[src/rtl/fir_pkg.sv]
// Shared constants for the 4-tap CSKA FIR slice.
//   W_DEF       : default operand width (two's complement)
//   BLK_DEF     : default carry-skip block size
//   num_blocks(): number of carry-skip blocks, ceil(n/blk)
package fir_pkg;

    localparam int unsigned W_DEF   = 16;
    localparam int unsigned BLK_DEF = 4;

    function automatic int unsigned num_blocks(input int unsigned n, input int unsigned blk);
        return (n + blk - 1) / blk;
    endfunction

endpackage

[src/rtl/csk_adder.sv]
// N-bit carry-skip adder built from BLK-bit ripple blocks.
// Ports:
//   x, y : N-bit addends
//   cin  : carry into bit 0
//   sum  : N-bit sum (modulo 2^N)
//   cout : carry out of bit N-1
module csk_adder
    import fir_pkg::*;
#(
    parameter int unsigned N   = 17,
    parameter int unsigned BLK = BLK_DEF
) (
    input  logic [N-1:0] x,
    input  logic [N-1:0] y,
    input  logic         cin,
    output logic [N-1:0] sum,
    output logic         cout
);

    localparam int unsigned NB = num_blocks(N, BLK);

    for (genvar b = 0; b < NB; b++) begin : g_blk
        localparam int unsigned LO = b * BLK;
        // Last block is truncated when N is not a multiple of BLK.
        localparam int unsigned HI = (LO + BLK > N) ? (N - 1) : (LO + BLK - 1);
        localparam int unsigned WB = HI - LO + 1;

        logic          ci;
        logic          co;
        logic          bp;
        logic          rco;
        logic [WB-1:0] bs;

        if (b == 0) begin : g_first
            assign ci = cin;
        end else begin : g_next
            assign ci = g_blk[b-1].co;
        end

        // Ripple sum inside the block.
        assign {rco, bs} = (WB+1)'(x[HI:LO]) + (WB+1)'(y[HI:LO]) + (WB+1)'(ci);

        // When every bit propagates, the block carry-out is just its carry-in.
        assign bp  = &(x[HI:LO] ^ y[HI:LO]);
        assign co  = bp ? ci : rco;

        assign sum[HI:LO] = bs;
    end

    assign cout = g_blk[NB-1].co;

endmodule

[src/rtl/fir4_carry_skip_adder_u.sv]
// 4-tap unweighted-sum FIR: s <= ar + br + cr + dr, all adds on carry-skip adders.
// Ports:
//   clk   : rising-edge clock
//   reset : asynchronous active-high reset, clears taps and output
//   a     : w-bit signed input sample, captured every edge
//   s     : (w+2)-bit signed registered sum of the four taps
module fir4_carry_skip_adder_u
    import fir_pkg::*;
#(
    parameter int unsigned w   = W_DEF,
    parameter int unsigned BLK = BLK_DEF
) (
    input  logic                clk,
    input  logic                reset,
    input  logic signed [w-1:0] a,
    output logic signed [w+1:0] s
);

    logic [w-1:0] ar, br, cr, dr;
    logic [w:0]   p0, p1;
    logic [w+1:0] s_next;
    logic         p0_co, p1_co, s_co;
    logic         unused_cout;

    // Pair sums on sign-extended taps, then the final sum; widths cannot overflow,
    // so the carry-outs carry no information.
    csk_adder #(.N(w + 1), .BLK(BLK)) u_p0 (
        .x    ({ar[w-1], ar}),
        .y    ({br[w-1], br}),
        .cin  (1'b0),
        .sum  (p0),
        .cout (p0_co)
    );

    csk_adder #(.N(w + 1), .BLK(BLK)) u_p1 (
        .x    ({cr[w-1], cr}),
        .y    ({dr[w-1], dr}),
        .cin  (1'b0),
        .sum  (p1),
        .cout (p1_co)
    );

    csk_adder #(.N(w + 2), .BLK(BLK)) u_s (
        .x    ({p0[w], p0}),
        .y    ({p1[w], p1}),
        .cin  (1'b0),
        .sum  (s_next),
        .cout (s_co)
    );

    assign unused_cout = p0_co ^ p1_co ^ s_co;

    // Tap delay line and output register.
    always_ff @(posedge clk or posedge reset) begin
        if (reset) begin
            ar <= '0;
            br <= '0;
            cr <= '0;
            dr <= '0;
            s  <= '0;
        end else begin
            ar <= a;
            br <= ar;
            cr <= br;
            dr <= cr;
            s  <= s_next;
        end
    end

endmodule

[config.mk]
export PLATFORM = sky130hd
export DESIGN_NAME = fir4_carry_skip_adder_u
export DESIGN_NICKNAME = d
export VERILOG_FILES = /design/src/rtl/fir_pkg.sv /design/src/rtl/csk_adder.sv /design/src/rtl/fir4_carry_skip_adder_u.sv
export SDC_FILE = /design/constraint.sdc
export NUM_CORES = 1
export LEC_CHECK = 0
export ABC_AREA = 1
export BUFFER_PORTS_ARGS = -buffer_cell sky130_fd_sc_hd__clkbuf_2
export CAP_MARGIN = 20
export CORE_AREA = 3 3 116 90
export DETAILED_ROUTE_END_ITERATION = 6
export DIE_AREA = 0 0 119 93
export SYNTH_ARGS = -nofsm -noshare
export SYNTH_HDL_FRONTEND = slang
export SYNTH_SLANG_ARGS = --single-unit
[constraint.sdc]
create_clock -name clk -period 17.05 [get_ports clk]
set_input_delay 2.5575 -clock clk [delete_from_list [all_inputs] [get_ports clk]]
set_output_delay 2.5575 -clock clk [all_outputs]
set_load 0.1 [all_outputs]
**Word level (Yosys, flattened, before mapping)**

Index checks and enable logic that the tools add are counted.

- Register bits: 82
- Bits in latches: 0
- Memory bits (writable): 0
- ROM bits: 0
- Input bits: 18
- Memories: 0

- Add/subtract/negate cells: 27
- Multipliers: 0
- Div/mod/pow operators: 0
- $lt $le $gt $ge: 0
- Equal/unequal tests: 0
- Shifts and indexed selects: 0
- Multiplexer cells: 12
- Bitwise operators: 12
- Reduce and logical (&&, ||, !) cells: 12

Operators by type and width:

| operator | number |
|---|---|
| adder 4 x 4 -> 5 bit | 12 |
| AND reduction 4 bit | 12 |
| XOR 4 bit | 12 |
| adder 5 x 1 -> 5 bit | 9 |
| 2-to-1 mux 1 bit | 12 |
| adder 1 bit | 4 |
| adder 1 x 1 -> 2 bit | 1 |
| adder 2 x 1 -> 2 bit | 1 |

**Longest topological paths before layout**

- Word-level depth: 12
- Depth in mapped cells: 29
- Depth with buffers taken out: 29

**Cells and area by module**

From an unflattened synthesis, not the netlist that was laid out.

- Cell total of the unflattened synthesis: 382
- Area total of the unflattened synthesis: 4420.5 um^2

Modules (own cells, without submodules):

| module | instances | cells an instance | area each (um^2) |
|---|---|---|---|
| fir4_carry_skip_adder_u | 1 | 84 | 2059.5 |
| csk_adder (u_s) | 1 | 97 | 798.3 |
| csk_adder (u_p1) | 1 | 102 | 783.3 |
| csk_adder (u_p0) | 1 | 99 | 779.5 |

**Least setup slack after synthesis**

No wires, ideal clock.

- Path kind: flip-flop to flip-flop
- From: reg cr[0]
- To: reg s[16]
- Arrival: 5.681 ns
- Data required time: 16.914 ns
- Slack: 11.234 ns
- Cell stages (with the launch flop): 28
- Buffers on the path: 0
- Cells stage by stage: dfrtp_1 ha_1 fa_1 xor2_1 ha_1 nand2_1 clkinv_1 nand2_1 nand2_1 and2_4 fa_1 fa_1 nand3_1 nand2_1 o21ai_4 nand2_1 fa_1 fa_1 a221oi_1 nand2_1 and2_4 fa_1 inv_1 fa_1 o21ai_0 nand2_1 nand2_1 fa_1

- Word-level cells in the longest chain between the ends: 12
- Elaborated cells between the ends (all ways): 32

RTL lines:

| item | line | text |
|---|---|---|
| start, declared | fir4_carry_skip_adder_u.sv:19 | `logic [w-1:0] ar, br, cr, dr;` |
| start signal, assigned | fir4_carry_skip_adder_u.sv:64 | `cr <= br;` |
| parallel branches: the longest is 11 deep, another holds adder 4 x 4 -> 5 bit | n/a |  |
| adder 2 x 1 -> 2 bit (*) | csk_adder.sv:41 | `assign {rco, bs} = (WB+1)'(x[HI:LO]) + (WB+1)'(y[HI:LO]) + (WB+1)'(ci);` |
| net s_next[16] | fir4_carry_skip_adder_u.sv:21 | `logic [w+1:0] s_next;` |
| end signal, assigned | fir4_carry_skip_adder_u.sv:66 | `s <= s_next;` |
| end, declared | fir4_carry_skip_adder_u.sv:16 | `output logic signed [w+1:0] s` |

Mark *: on every way through the listed nets, which the timed path passes.

**Worst setup path after layout**

Same ends and word-level chain as after synthesis.

==> results.md <==
- Crit path max fanout: 4
- Die Area: 11,100 um2
- Setup crit start kind: register
- Crit path required time: 17.26 ns
- Max-slew headroom: 0.638
- CP peak stage delay: 0.47 ns
- Slew @ Worst Pin: roughly 0.54 ns
- Worst-case reg-to-reg path depth: 27
- Max-cap violations: 0
- CP Launch Point: cr[0]$_DFF_PP0_
- Sequential element share of the synthesized area: 0.488
- Worst VDD drop: roughly 0.052 mV
- PwrDens: 160 nW/um2
- Final period util: 0.356
- Combinational Power Share: 0.433
- Internal: 0.436 mW
- P&R area growth vs syn: 16.7%
- Reg2reg start: cr[0]$_DFF_PP0_
- Mapped Area: around 4200 um2
- H-tree Lvls: 3
- Multi-input logic area: between 1500 and 2000 um2
- DRT iter0 DRCs: 119
- Crit end category: register
- CP Capture Point: s[16]$_DFF_PP0_
- Hold Crit Class: register to register
- Most frequent cells in the layout: 82 x dfrtp_1, 48 x inv_1, 48 x ha_1, 47 x nand2_1, 35 x clkbuf_2
- Port bufs: 35
- Worst hold stages: 0
- Register clock-pin slew on the reported worst setup and hold paths: about 0.06 ns
- DR pass1 iterations: 4
- Hold path startpoint: br[7]$_DFF_PP0_
- R2R setup slack: 10.98 ns
- Starting Density: 0.442
- Die width: 119 um
- Min Tclk post-route: roughly 6 ns
- Flop pwr share: 0.300
- Slowest CP cell: fa_1
- Insertion delay of the later-clocked pin in the worst-skew pair: 0.33 ns
- Routed Antenna Nets: 0
- Leakage Power: roughly 2.5 nW
- Critical Path AT: 6.28 ns
- Switching share of power: 0.444
- P_sw: approximately 0.35 mW
- DRC: 0
- Ant diodes: 0
- CTS tree: done
- Sequential Area: 2050 um2
- Clock root buffer: clkbuf_16
- Sinks on the clock net: 82
- Clk_skew: 0.00597 ns
- First-pass GRT wire length: 11.6 mm
- Vias: 2,416
- Commonest non-fill, non-tap cell in the layout: dfrtp_1
- Syn Nets: 445
- Core Util, Final: 0.516
- Fill cells: 821
- Pin count of the biggest net entering global routing: 83
- Final wirelength: 6.69 mm
- Routed wire per std cell: ~12 um
- Crit path depth: 27
- Clock buffer depth: 2
- Top delay family on crit path: adder cells
- FMAX: 165 MHz
- Status: complete, no violations
- Initial antenna violation count: 0
- Reg-to-reg critical path endpoint: s[16]$_DFF_PP0_
- Hold Vio Cnt, Final: 0
- Total Neg Setup Slack: 0 ns
- Final Max Tran Viols: 0
- Yosys cell types: 27
- Synthesis Warnings: 0
- Post-detail-place hpwl: between 5 and 6 mm
- Vias in the first global route: 2,482
- Nets: 493
- Yosys reg bits: 82
- RSZ-0062 raised after global routing: no
- RePlAce Congestion: between 0.7 and 0.8
- Post-DR vias/cell: about 4.5
- CP bufs+invs: 2
- CORE AREA: 9500 um2
- GR Overflow Total: 0
- Post-CTS Setup Inserts: 0
- CTS Hold Bufs: 0
- Worst setup path class: register to register
- # setup viols final: 0
- Syn Area/Cell: ~12 um2
- Placement Rows: 31
- Cells after synthesis: 357
- Post-cts repair resize count: 0
- Layout cells sized above 1: 0.173
- I/O pin count: 36
- Die H: 93 um
- Tot GR Track Use: 0.134
- Share of power burned in the clock network: 0.267
- CTS Buf Count: 9
[registers in the layout, summed over array words and instances (netlist names)]
| register | count |
|---|---|
| dr | 16 |
| ar | 16 |
| cr | 16 |
| s | 18 |
| br | 16 |
[cells by family (layout without fill, tap and decap cells)]
| kind of cell | after synthesis | in the layout | synth area share |
|---|---|---|---|
| XOR/XNOR | 26 | 26 | 0.0542 |
| AO/OA/AOI/OAI | 34 | 34 | 0.0447 |
| adder cells (fa/ha/maj) | 70 | 70 | 0.248 |
| AND/OR/NAND/NOR | 94 | 94 | 0.119 |
| buffers and inverters | 51 | 104 | 0.0456 |
| flip-flops | 82 | 82 | 0.488 |
[layout make-up]
cell class	instances	share of cell area
Clock buffer	9	0.0459
Clock inverter	7	0.0204
Inverter	51	0.0393
Multi-Input combinational cell	224	0.399
Sequential cell	82	0.418
Tap cell	132	0.0337
Timing Repair Buffer	37	0.0429
[synth_stat cells]
master / instances / area (um2)
nand2_2: 5 / 31.3
a21oi_1: 20 / 100
a221oi_1: 1 / 8.76
dfrtp_1: 82 / 2050
fa_1: 22 / 440
o211ai_1: 1 / 7.51
nor2_1: 5 / 18.8
and2_4: 2 / 17.5
clkinv_1: 2 / 7.51
o21ai_4: 1 / 16.3
xnor2_1: 6 / 52.6
and2_1: 2 / 12.5
nand2_1: 47 / 176
o21ai_0: 8 / 40.0
nand2_4: 1 / 11.3
inv_1: 49 / 184
or2_1: 2 / 12.5
nand3b_4: 1 / 20.0
nand3b_1: 2 / 15.0
nand3_1: 16 / 80.1
nor2_8: 1 / 20.0
nand4_1: 4 / 25.0
nor2_4: 1 / 11.3
o21ai_1: 3 / 15.0
nand3_2: 5 / 50.1
ha_1: 48 / 601
xor2_1: 20 / 175
[worst register-to-register path: stages (launching register included)]
cell,delay [ns]
dfrtp_1,0.38
ha_1,0.23
fa_1,0.40
xor2_1,0.18
ha_1,0.35
nand2_1,0.08
clkinv_1,0.07
nand2_1,0.06
nand2_1,0.04
and2_4,0.15
fa_1,0.46
fa_1,0.41
nand3_1,0.10
nand2_1,0.09
o21ai_4,0.08
nand2_1,0.10
fa_1,0.47
fa_1,0.47
a221oi_1,0.29
nand2_1,0.10
and2_4,0.15
fa_1,0.37
inv_1,0.08
fa_1,0.20
o21ai_0,0.09
nand2_1,0.06
nand2_1,0.06
fa_1,0.42
[worst min-delay path by stage]
stage,to
2_1_floorplan,cr[0]$_DFF_PP0_
3_3_place_gp,cr[3]$_DFF_PP0_
3_5_place_dp,cr[3]$_DFF_PP0_
4_1_cts,cr[7]$_DFF_PP0_
5_1_grt,cr[7]$_DFF_PP0_
6_report,cr[7]$_DFF_PP0_
[metrics by stage]
| stage | power, mW | instance area (um2) | setup WS, ns | std cells | hold WS, ns |
|---|---|---|---|---|---|
| after floorplan | 0.520 | 4200 | 11.23 | 357 | 0.357 |
| after global placement | 0.573 | 4550 | 11.07 | 525 | 0.363 |
| after detailed placement | 0.579 | 4550 | 11.00 | 525 | 0.367 |
| after CTS | 0.791 | 4880 | 10.98 | 541 | 0.377 |
| after global routing | 0.827 | 4900 | 10.61 | 542 | 0.388 |
| final | 0.783 | 4900 | 10.98 | 542 | 0.371 |
[power by group through the flow]
stage	combinational [mW]	sequential [mW]	clock [mW]
6_report	0.339	0.235	0.209
5_1_grt	0.366	0.239	0.222
4_1_cts	0.342	0.235	0.215
3_5_place_dp	0.341	0.239	0
3_3_place_gp	0.335	0.238	0
2_1_floorplan	0.128	0.393	0
[layer usage]
metal	vias up	global-route usage	wire (um)
li1	1246	-	-
met4	0	0.0395	67
met2	55	0.181	2560
met1	1109	0.203	3770
met3	6	0.0447	291
met5	-	0	0
Note: power is estimated with default switching activity, not from simulation.
